### src/rtl/balls_pkg.sv
// Shared types and constants for the ball sprite renderer.
// Mask encoding, per-ball state, palette constants and the procedural sprite shape.
package balls_pkg;

    localparam int MAX_BALLS = 8;

    localparam logic [7:0] TRANSPARENT_ENCODING = 8'hFF;
    localparam logic [7:0] BLACK                = 8'h00;
    localparam logic [7:0] WHITE                = 8'hFE;

    typedef enum logic [1:0] {
        MASK_TRANSP = 2'd0,
        MASK_BODY   = 2'd1,
        MASK_BLACK  = 2'd2,
        MASK_WHITE  = 2'd3
    } mask_e;

    typedef enum logic [1:0] {
        ST_VISIBLE = 2'd0,
        ST_SINKING = 2'd1,
        ST_GONE    = 2'd2
    } ball_state_e;

    // Disc of diameter s with a two-pixel black rim and a square white highlight
    // covering rows/cols [s/4, s/4+s/8). Distances use doubled coordinates.
    function automatic mask_e mask_at(input int row, input int col, input int s);
        int dx;
        int dy;
        int d2;
        int hl0;
        int hl1;
        dx  = 2 * col + 1 - s;
        dy  = 2 * row + 1 - s;
        d2  = dx * dx + dy * dy;
        hl0 = s / 4;
        hl1 = s / 4 + s / 8;
        if (d2 >= s * s)
            return MASK_TRANSP;
        if (d2 >= (s - 4) * (s - 4))
            return MASK_BLACK;
        if (row >= hl0 && row < hl1 && col >= hl0 && col < hl1)
            return MASK_WHITE;
        return MASK_BODY;
    endfunction

endpackage

### src/rtl/ball_mask_rom.sv
// Sprite mask ROM, BITMAP_SIZE x BITMAP_SIZE entries of 2 bits.
// Latency 1 cycle (registered read); no backpressure, new address every cycle.
module ball_mask_rom
    import balls_pkg::*;
#(
    parameter int BITMAP_SIZE = 32,
    localparam int AW = $clog2(BITMAP_SIZE)
) (
    input  logic          clk,
    input  logic          rst,
    input  logic [AW-1:0] row,
    input  logic [AW-1:0] col,
    output mask_e         mask
);

    mask_e rom_tbl [BITMAP_SIZE*BITMAP_SIZE];

    for (genvar r = 0; r < BITMAP_SIZE; r++) begin : g_row
        for (genvar c = 0; c < BITMAP_SIZE; c++) begin : g_col
            assign rom_tbl[r*BITMAP_SIZE + c] = mask_at(r, c, BITMAP_SIZE);
        end
    end

    always_ff @(posedge clk) begin
        if (rst)
            mask <= MASK_TRANSP;
        else
            mask <= rom_tbl[{row, col}];
    end

endmodule

### src/rtl/balls_draw.sv
// Multi-ball sprite renderer with per-ball pocket (sink) FSM; BALL_SINK_ANIM_EN enables the shrink animation.
// Latency 2 cycles pixel-to-colour (hit test + ROM, then palette + priority).
// No backpressure: one pixel accepted per cycle, lowest-index opaque ball wins.
module balls_draw
    import balls_pkg::*;
#(
    parameter int NUM_BALLS        = 4,
    parameter int BITMAP_SIZE      = 32,
    parameter int SINK_STEP_FRAMES = 8
) (
    input  logic                        clk,
    input  logic                        rst,
    input  logic [10:0]                 pixelX,
    input  logic [10:0]                 pixelY,
    input  logic                        startOfFrame,
    input  logic [NUM_BALLS-1:0][10:0]  topLeftPosX,
    input  logic [NUM_BALLS-1:0][10:0]  topLeftPosY,
    input  logic [NUM_BALLS-1:0]        ballShow,
    input  logic [NUM_BALLS-1:0][7:0]   ballColor,
    input  logic [NUM_BALLS-1:0]        sinkStart,
    output logic                        drawingRequestBall,
    output logic [7:0]                  RGBoutBall,
    output logic [2:0]                  hitBallIdx,
    output logic [NUM_BALLS-1:0]        sinkDone
);

    localparam int          AW     = $clog2(BITMAP_SIZE);
    localparam logic [11:0] SIZE12 = 12'(BITMAP_SIZE);

    ball_state_e                 state_q [NUM_BALLS];
    logic [NUM_BALLS-1:0]        seen_low_q;
    logic [NUM_BALLS-1:0]        sink_done_q;
    logic [NUM_BALLS-1:0]        in_box;
    logic [NUM_BALLS-1:0]        drawable;
    logic [NUM_BALLS-1:0]        hit_q;
    logic [NUM_BALLS-1:0][7:0]   color_q;
    logic [NUM_BALLS-1:0][AW-1:0] row;
    logic [NUM_BALLS-1:0][AW-1:0] col;
    mask_e                       mask [NUM_BALLS];

`ifdef BALL_SINK_ANIM_EN
    localparam int FW = (SINK_STEP_FRAMES > 1) ? $clog2(SINK_STEP_FRAMES) : 1;
    logic [1:0]    lvl_q  [NUM_BALLS];
    logic [FW-1:0] fcnt_q [NUM_BALLS];
`else
    logic sof_unused;
    assign sof_unused = startOfFrame;
`endif

    // Stage 1: box test in 12 bits so the sprite never wraps past column/row 2047.
    for (genvar i = 0; i < NUM_BALLS; i++) begin : g_ball
        logic [11:0] size;
        logic [11:0] x0;
        logic [11:0] y0;
`ifdef BALL_SINK_ANIM_EN
        assign size = SIZE12 >> lvl_q[i];
        assign x0   = {1'b0, topLeftPosX[i]} + ((SIZE12 - size) >> 1);
        assign y0   = {1'b0, topLeftPosY[i]} + ((SIZE12 - size) >> 1);
        assign col[i] = AW'({1'b0, pixelX} - x0) << lvl_q[i];
        assign row[i] = AW'({1'b0, pixelY} - y0) << lvl_q[i];
`else
        assign size = SIZE12;
        assign x0   = {1'b0, topLeftPosX[i]};
        assign y0   = {1'b0, topLeftPosY[i]};
        assign col[i] = AW'({1'b0, pixelX} - x0);
        assign row[i] = AW'({1'b0, pixelY} - y0);
`endif
        assign in_box[i] = ({1'b0, pixelX} >= x0) && ({1'b0, pixelX} < x0 + size) &&
                           ({1'b0, pixelY} >= y0) && ({1'b0, pixelY} < y0 + size);
        assign drawable[i] = (state_q[i] != ST_GONE);

        ball_mask_rom #(.BITMAP_SIZE(BITMAP_SIZE)) u_rom (
            .clk  (clk),
            .rst  (rst),
            .row  (row[i]),
            .col  (col[i]),
            .mask (mask[i])
        );
    end

    always_ff @(posedge clk) begin
        if (rst) begin
            hit_q   <= '0;
            color_q <= '0;
        end else begin
            hit_q   <= in_box & ballShow & drawable;
            color_q <= ballColor;
        end
    end

    // Per-ball pocket FSM; keeps running regardless of ballShow.
    always_ff @(posedge clk) begin
        if (rst) begin
            for (int i = 0; i < NUM_BALLS; i++) begin
                state_q[i]     <= ST_VISIBLE;
                seen_low_q[i]  <= 1'b0;
                sink_done_q[i] <= 1'b0;
`ifdef BALL_SINK_ANIM_EN
                lvl_q[i]       <= 2'd0;
                fcnt_q[i]      <= '0;
`endif
            end
        end else begin
            for (int i = 0; i < NUM_BALLS; i++) begin
                sink_done_q[i] <= 1'b0;
                case (state_q[i])
                    ST_VISIBLE: begin
                        if (sinkStart[i]) begin
`ifdef BALL_SINK_ANIM_EN
                            state_q[i] <= ST_SINKING;
                            lvl_q[i]   <= 2'd0;
                            fcnt_q[i]  <= '0;
`else
                            state_q[i]     <= ST_GONE;
                            sink_done_q[i] <= 1'b1;
                            seen_low_q[i]  <= 1'b0;
`endif
                        end
                    end
`ifdef BALL_SINK_ANIM_EN
                    ST_SINKING: begin
                        if (startOfFrame) begin
                            if (fcnt_q[i] == FW'(SINK_STEP_FRAMES - 1)) begin
                                fcnt_q[i] <= '0;
                                if (lvl_q[i] == 2'd3) begin
                                    state_q[i]     <= ST_GONE;
                                    sink_done_q[i] <= 1'b1;
                                    seen_low_q[i]  <= 1'b0;
                                end else begin
                                    lvl_q[i] <= lvl_q[i] + 2'd1;
                                end
                            end else begin
                                fcnt_q[i] <= fcnt_q[i] + 1'b1;
                            end
                        end
                    end
`endif
                    ST_GONE: begin
                        if (!ballShow[i]) begin
                            seen_low_q[i] <= 1'b1;
                        end else if (seen_low_q[i]) begin
                            state_q[i]    <= ST_VISIBLE;
                            seen_low_q[i] <= 1'b0;
`ifdef BALL_SINK_ANIM_EN
                            lvl_q[i]      <= 2'd0;
`endif
                        end
                    end
                    default: state_q[i] <= ST_VISIBLE;
                endcase
            end
        end
    end

    assign sinkDone = sink_done_q;

    // Stage 2: palette lookup; scanning from the top index down lets ball 0 win.
    logic       nxt_draw;
    logic [7:0] nxt_rgb;
    logic [2:0] nxt_idx;

    always_comb begin
        nxt_draw = 1'b0;
        nxt_rgb  = TRANSPARENT_ENCODING;
        nxt_idx  = 3'd0;
        for (int i = NUM_BALLS - 1; i >= 0; i--) begin
            if (hit_q[i] && mask[i] != MASK_TRANSP) begin
                nxt_draw = 1'b1;
                nxt_idx  = 3'(i);
                case (mask[i])
                    MASK_BODY:  nxt_rgb = color_q[i];
                    MASK_BLACK: nxt_rgb = BLACK;
                    default:    nxt_rgb = WHITE;
                endcase
            end
        end
    end

    always_ff @(posedge clk) begin
        if (rst) begin
            drawingRequestBall <= 1'b0;
            RGBoutBall         <= TRANSPARENT_ENCODING;
            hitBallIdx         <= 3'd0;
        end else begin
            drawingRequestBall <= nxt_draw;
            RGBoutBall         <= nxt_rgb;
            hitBallIdx         <= nxt_idx;
        end
    end

endmodule

### config.mk
export PLATFORM = sky130hd
export DESIGN_NAME = balls_draw
export DESIGN_NICKNAME = d
export VERILOG_FILES = /design/src/rtl/balls_pkg.sv /design/src/rtl/ball_mask_rom.sv /design/src/rtl/balls_draw.sv
export SDC_FILE = /design/constraint.sdc
export NUM_CORES = 1
export LEC_CHECK = 0
export CORE_MARGIN = 2
export CORE_UTILIZATION = 40
export DETAILED_ROUTE_END_ITERATION = 6
export GPL_ROUTABILITY_DRIVEN = 0
export HOLD_SLACK_MARGIN = 0.06
export PLACE_DENSITY_LB_ADDON = 0.2
export SYNTH_ARGS = -nofsm -noshare
export SYNTH_HDL_FRONTEND = slang
export SYNTH_SLANG_ARGS = --single-unit
### constraint.sdc
create_clock -name clk -period 4.9 [get_ports clk]
set_input_delay 1.225 -clock clk [delete_from_list [all_inputs] [get_ports clk]]
set_output_delay 1.225 -clock clk [all_outputs]
set_load 0.02 [all_outputs]
---- Word level (Yosys, flattened, before mapping) ----
Memory sizes are Yosys's and may differ from the RTL's. A register that Yosys moved wholly into a read port is not among the register bits.
Index checks and enable logic that the tools add are counted.
Widths: inputs -> output; s select.
word-level totals
  RAM bits ................................ 4
  input bits .............................. 153
  bits in latches ......................... 0
  register bits after elaboration ......... 56
  logic and storage cells ................. 218
  memories ................................ 5
  output and inout port bits .............. 16
  memory bits (read-only) ................. 8,192
cells by class
  order comparisons ....................... 16
  reduce and logical (&&, ||, !) cells .... 39
  div/mod/pow operators ................... 0
  muxes and demuxes ....................... 89
  shifts and indexed selects .............. 0
  multiply operators ...................... 0
  equality and inequality tests ........... 20
  add/sub/neg operators ................... 16
  bitwise operators ....................... 18
memory list
  memory            words  bits a word  read ports  clocked after Yosys merged registers in  wr ports  line                 source
  (name not given)  1,024  2            1           1                                        0         ball_mask_rom.sv:28  mask <= rom_tbl[{row, col}];
  (name not given)  1,024  2            1           1                                        0         ball_mask_rom.sv:28
  (name not given)  1,024  2            1           1                                        0         ball_mask_rom.sv:28
  (name not given)  1,024  2            1           1                                        0         ball_mask_rom.sv:28
  state_q           4      1            4           0                                        4         balls_draw.sv:30     ball_state_e state_q [NUM_BALLS];
operators with widths
  cell                   count
  $add 11x6->12 const B  8
  $lt 11x12->1           8
  $ge 11x11->1           8
  $mux 1                 75
  $pmux 8 s2             4
  $not 10->11            4
  $sub 5x5->5            8
  $mux 8                 4
  $eq 2x2->1 const B     8
  $logic_and 1x1->1      16
  $ne 2x2->1 const B     8
  $reduce_bool 2->1      8
  $or 1x1->1             12
  $reduce_or 2->1        5
  $and 4x4->4            2
  $eq 2x1->1 const B     4
  $logic_not 2->1        4
  $pmux 1 s2             4
  $reduce_and 2->1       4
  $mux 2                 2
  $reduce_or 4->1        1
  $reduce_or 3->1        1

---- Depth between registers and ports, before layout ----
An unclocked memory read counts as a cell.
  word-level depth ........................ 8
  depth in mapped cells ................... 15
  depth with buffers taken out ............ 14

---- Cells and area by module ----
A second synthesis with hierarchy kept.
second synthesis, totals
  cells, all modules ...................... 1,387
  area total of the unflattened synthesis .. 10,581.4 µm²
modules (own cells, without submodules)
  module         area each (µm²)  cells each  instances  seq. area each (µm²)
  balls_draw     6,717.7          839         1          1,221.2
  ball_mask_rom  965.9            137         4          40.0

---- Worst setup path after synthesis ----
OpenSTA, ideal clock, no wires.
  path type ............................... input -> register
  start point ............................. in pixelX[0]
  end point ............................... reg g_ball[2].u_rom.mask[1]
  data required time ...................... 4,765 ps
  slack ................................... 1,008 ps
  stages .................................. 13
  path buffers ............................ 0
  arrival ................................. 3,757 ps
  library setup time ...................... 135 ps
  path through ............................ inv_1 -> ha_1 -> inv_1 -> fa_1 -> a211oi_2 -> nor3b_2 -> o22ai_2 -> nor3_1 -> nor3_1 -> a21oi_1 -> o2111a_1 -> a2111oi_2 -> o32ai_1
on the way
  cells in the longest elaborated chain, start to end .. 2
RTL lines
  what                               line                 source
  from (decl)                        balls_draw.sv:13     input logic [10:0] pixelX,
  $sub 5x5->5                        balls_draw.sv:65     assign col[i] = AW'({1'b0, pixelX} - x0);
  $not 10->11 (implied by the code)  ball_mask_rom.sv:28
  to (decl)                          ball_mask_rom.sv:13  output mask_e mask
No other way between the ends.
A chain may end at the register's enable or synchronous reset.

---- Worst setup path in the final report ----
  start point ............................. in pixelX[0]
  end point ............................... reg g_ball[3].u_rom.mask[1]
on the way
  cells in the longest elaborated chain, start to end .. 2
RTL lines
  what                               line
  $sub 5x5->5                        balls_draw.sv:65
  $not 10->11 (implied by the code)  ball_mask_rom.sv:28
  to (decl)                          ball_mask_rom.sv:13
No other way between the ends.

==> run metrics <==
area leader, netlist=ha_1; crit path from=pixelX[0]; first-pass GRT wire length=51.1 mm; area delta synth->final=24.0%; synthesis-stage register bit count=67; Die W=164 µm; share of flip-flops with an asynchronous set or reset=0; Post-CTS Setup Bufs=0; Starting Density=0.407; Cells after Synth=1343; routing usage on met1=0.295; CP Capture Type=register; Nets=1822; layout cells sized above 1=0.0642; reg-to-reg slack, setup=3.03 ns; fin. max-slew vios=0; most common cell after layout, fill and taps aside=clkdlybuf4s50_1; mean post-synth cell area=7.61 µm²; commonest cells after routing, fill and taps aside=165 x clkdlybuf4s50_1, 156 x ha_1, 126 x inv_1; total global routing overflow=0; RSZ-0062 raised after global routing=false; Routed Antenna Nets=0; EDFF count, synth=4; Skew-Pair Late Insertion Delay=0.33 ns; met3 GRT Util=0.0288; Hold Buf Count CTS=0; CP Class=input port to register; ys flop type=dfxtp_1; max-cap violation count=0; DP Worst Slack=0.146 ns; sequential share of the synthesized area=0.135; top-area cell type share of the netlist area=0.191; I/O Buffers=166; clock slew at reported path FFs=0.06 ns; post_cts resized=0; DRC Markers=0; antenna violations before repair=0; crit path to=g_ball[3].u_rom.mask[1]; GR Util All Layers=0.235; status=completed; setup ws final=0.437 ns; Routed WL per cell=17.3 µm; routed vias=10655; Worst slew margin=0.460; total negative slack=0 ns; Initial DRT Pass Iterations=5; CTS tree=done; met2 usage=0.412; minimum clock period=4.46 ns; Least-Margin Pin Slew=0.810 ns; Clock Path Buffers=2; Die H=164 µm; Hold Vio Cnt, Final=0; Vias/cell=5.79; DRT Wirelength=31.8 mm; vias in the first global route=10233; Lkg Pwr=5.51 nW; clock root cell=clkbuf_16; Clock Skews=0.0110 ns; hpwl dp=25.6 mm; crit-path max FO=9; largest net degree at the start of global routing=45; core footprint=25100 µm²; die area=26800 µm²; H-tree level count=3; period utilisation layout=0.911; CTS buffer count=9; CTS Sinks=67; Netlist cell types=95; Worst R2R End=RGBoutBall[5]; Worst VDD drop=0.182 mV; Synth area leaders=ha_1 19%, dfxtp_1 12%, inv_1 4.6%; worst path required time=5.07 ns; R2R Path Start=g_ball[3].u_rom.mask[0]; Syn Std Cell Area=10200 µm²; 1st-iter DRT viols=716; n_diodes=0; HP Class=register to register; GR peak layer=met2; f_max=0.224 GHz; Critical Path Start Type=input port; Arr. time, crit path=4.63 ns; std cell rows=58; IO Pins=169; R2R depth=5; pwr/cell area=241 nW/µm²; Mapped Nets=1660; Yosys warnings=0; Final setup viols=0
## power by group
part | internal [mW] | leakage (nW) | switching [mW]
Clock | 0.458 | 0.163 | 0.256
Sequential | 0.594 | 0.563 | 0.0404
Combinational | 0.722 | 4.78 | 0.985
## worst min path at each step
stage / startpoint / endpoint / slack (ns) / depth (start not counted)
3_3_place_gp: color_q[14] / RGBoutBall[6] / 0.46 / 2
6_report: color_q[0] / RGBoutBall[0] / 0.48 / 2
4_1_cts: color_q[0] / RGBoutBall[0] / 0.47 / 2
2_1_floorplan: color_q[0] / RGBoutBall[0] / 0.44 / 2
5_1_grt: color_q[0] / RGBoutBall[0] / 0.49 / 2
3_5_place_dp: color_q[0] / RGBoutBall[0] / 0.46 / 2
## cells in the mapped netlist, drive strengths merged (12+ instances only)
| master | count |
|---|---|
| nand2 | 57 |
| o22ai | 13 |
| a211oi | 31 |
| nor2 | 91 |
| ha | 156 |
| dfxtp | 63 |
| o21a | 13 |
| nor3 | 42 |
| a21oi | 89 |
| o211ai | 18 |
| nor2b | 46 |
| xor2 | 16 |
| mux2i | 18 |
| o2111ai | 12 |
| clkbuf | 35 |
| o21ai | 102 |
| buf | 17 |
| nand2b | 15 |
| nand3 | 64 |
| or3 | 15 |
| a21o | 44 |
| nand4 | 13 |
| a31oi | 18 |
| xnor2 | 48 |
| inv | 126 |
## cell type report
| cell class | instances | area (µm²) |
|---|---|---|
| tap | 330 | 413 |
| inverter | 126 | 473 |
| clock buffer | 12 | 279 |
| timing repair buffer | 203 | 1930 |
| fill | 2510 | 12400 |
| sequential | 67 | 1380 |
| clock inverter | 4 | 52.6 |
| multi-input combinational | 1098 | 8130 |
## flip-flops by register name, indices dropped and copies added (netlist names)
register,flops
drawingRequestBall,1
RGBoutBall,8
hit_q,4
g_ball.u_rom.mask,8
sinkDone,4
state_q,4
hitBallIdx,2
seen_low_q,4
color_q,32
## layer usage
| layer | vias up | share of wire |
|---|---|---|
| li1 | 5297 | - |
| met4 | 0 | 0.036 |
| met1 | 4935 | 0.43 |
| met5 | - | 0 |
| met3 | 67 | 0.051 |
| met2 | 356 | 0.48 |
## logic make-up (layout without fill, tap and decap cells)
| family | count (synthesis) | after routing | synth area share |
|---|---|---|---|
| mux | 24 | 24 | 0.0242 |
| flops | 67 | 67 | 0.135 |
| simple gates | 401 | 401 | 0.209 |
| compound gates | 444 | 444 | 0.300 |
| other cells | 1 | 1 | 0.000367 |
| buf+inv | 178 | 345 | 0.0688 |
| xor+xnor | 64 | 64 | 0.0549 |
| fa+ha+maj | 164 | 164 | 0.207 |
## critical path, stage by stage
cell	delay, ns
clkdlybuf4s50_1	0.39
inv_1	0.20
ha_1	0.24
inv_1	0.07
fa_1	0.45
a21o_1	0.23
a211oi_2	0.26
or2_1	0.35
a211oi_1	0.10
a21oi_1	0.22
nand2_1	0.09
and3_1	0.22
o41ai_1	0.39
a311oi_1	0.19
## per-stage QoR
step / util / area, µm² / instances / hold slack, ns / total power, mW
finish: 0.504 / 12700 / 1840 / 0.477 / 3.06
global route: 0.504 / 12700 / 1840 / 0.485 / 3.28
CTS: 0.504 / 12700 / 1840 / 0.475 / 3.05
detailed placement: 0.491 / 12300 / 1824 / 0.458 / 2.32
global placement: 0.491 / 12300 / 1824 / 0.457 / 2.30
floorplan: - / 10200 / 1343 / 0.441 / 1.78
Note: power is estimated with default switching activity, not from simulation.
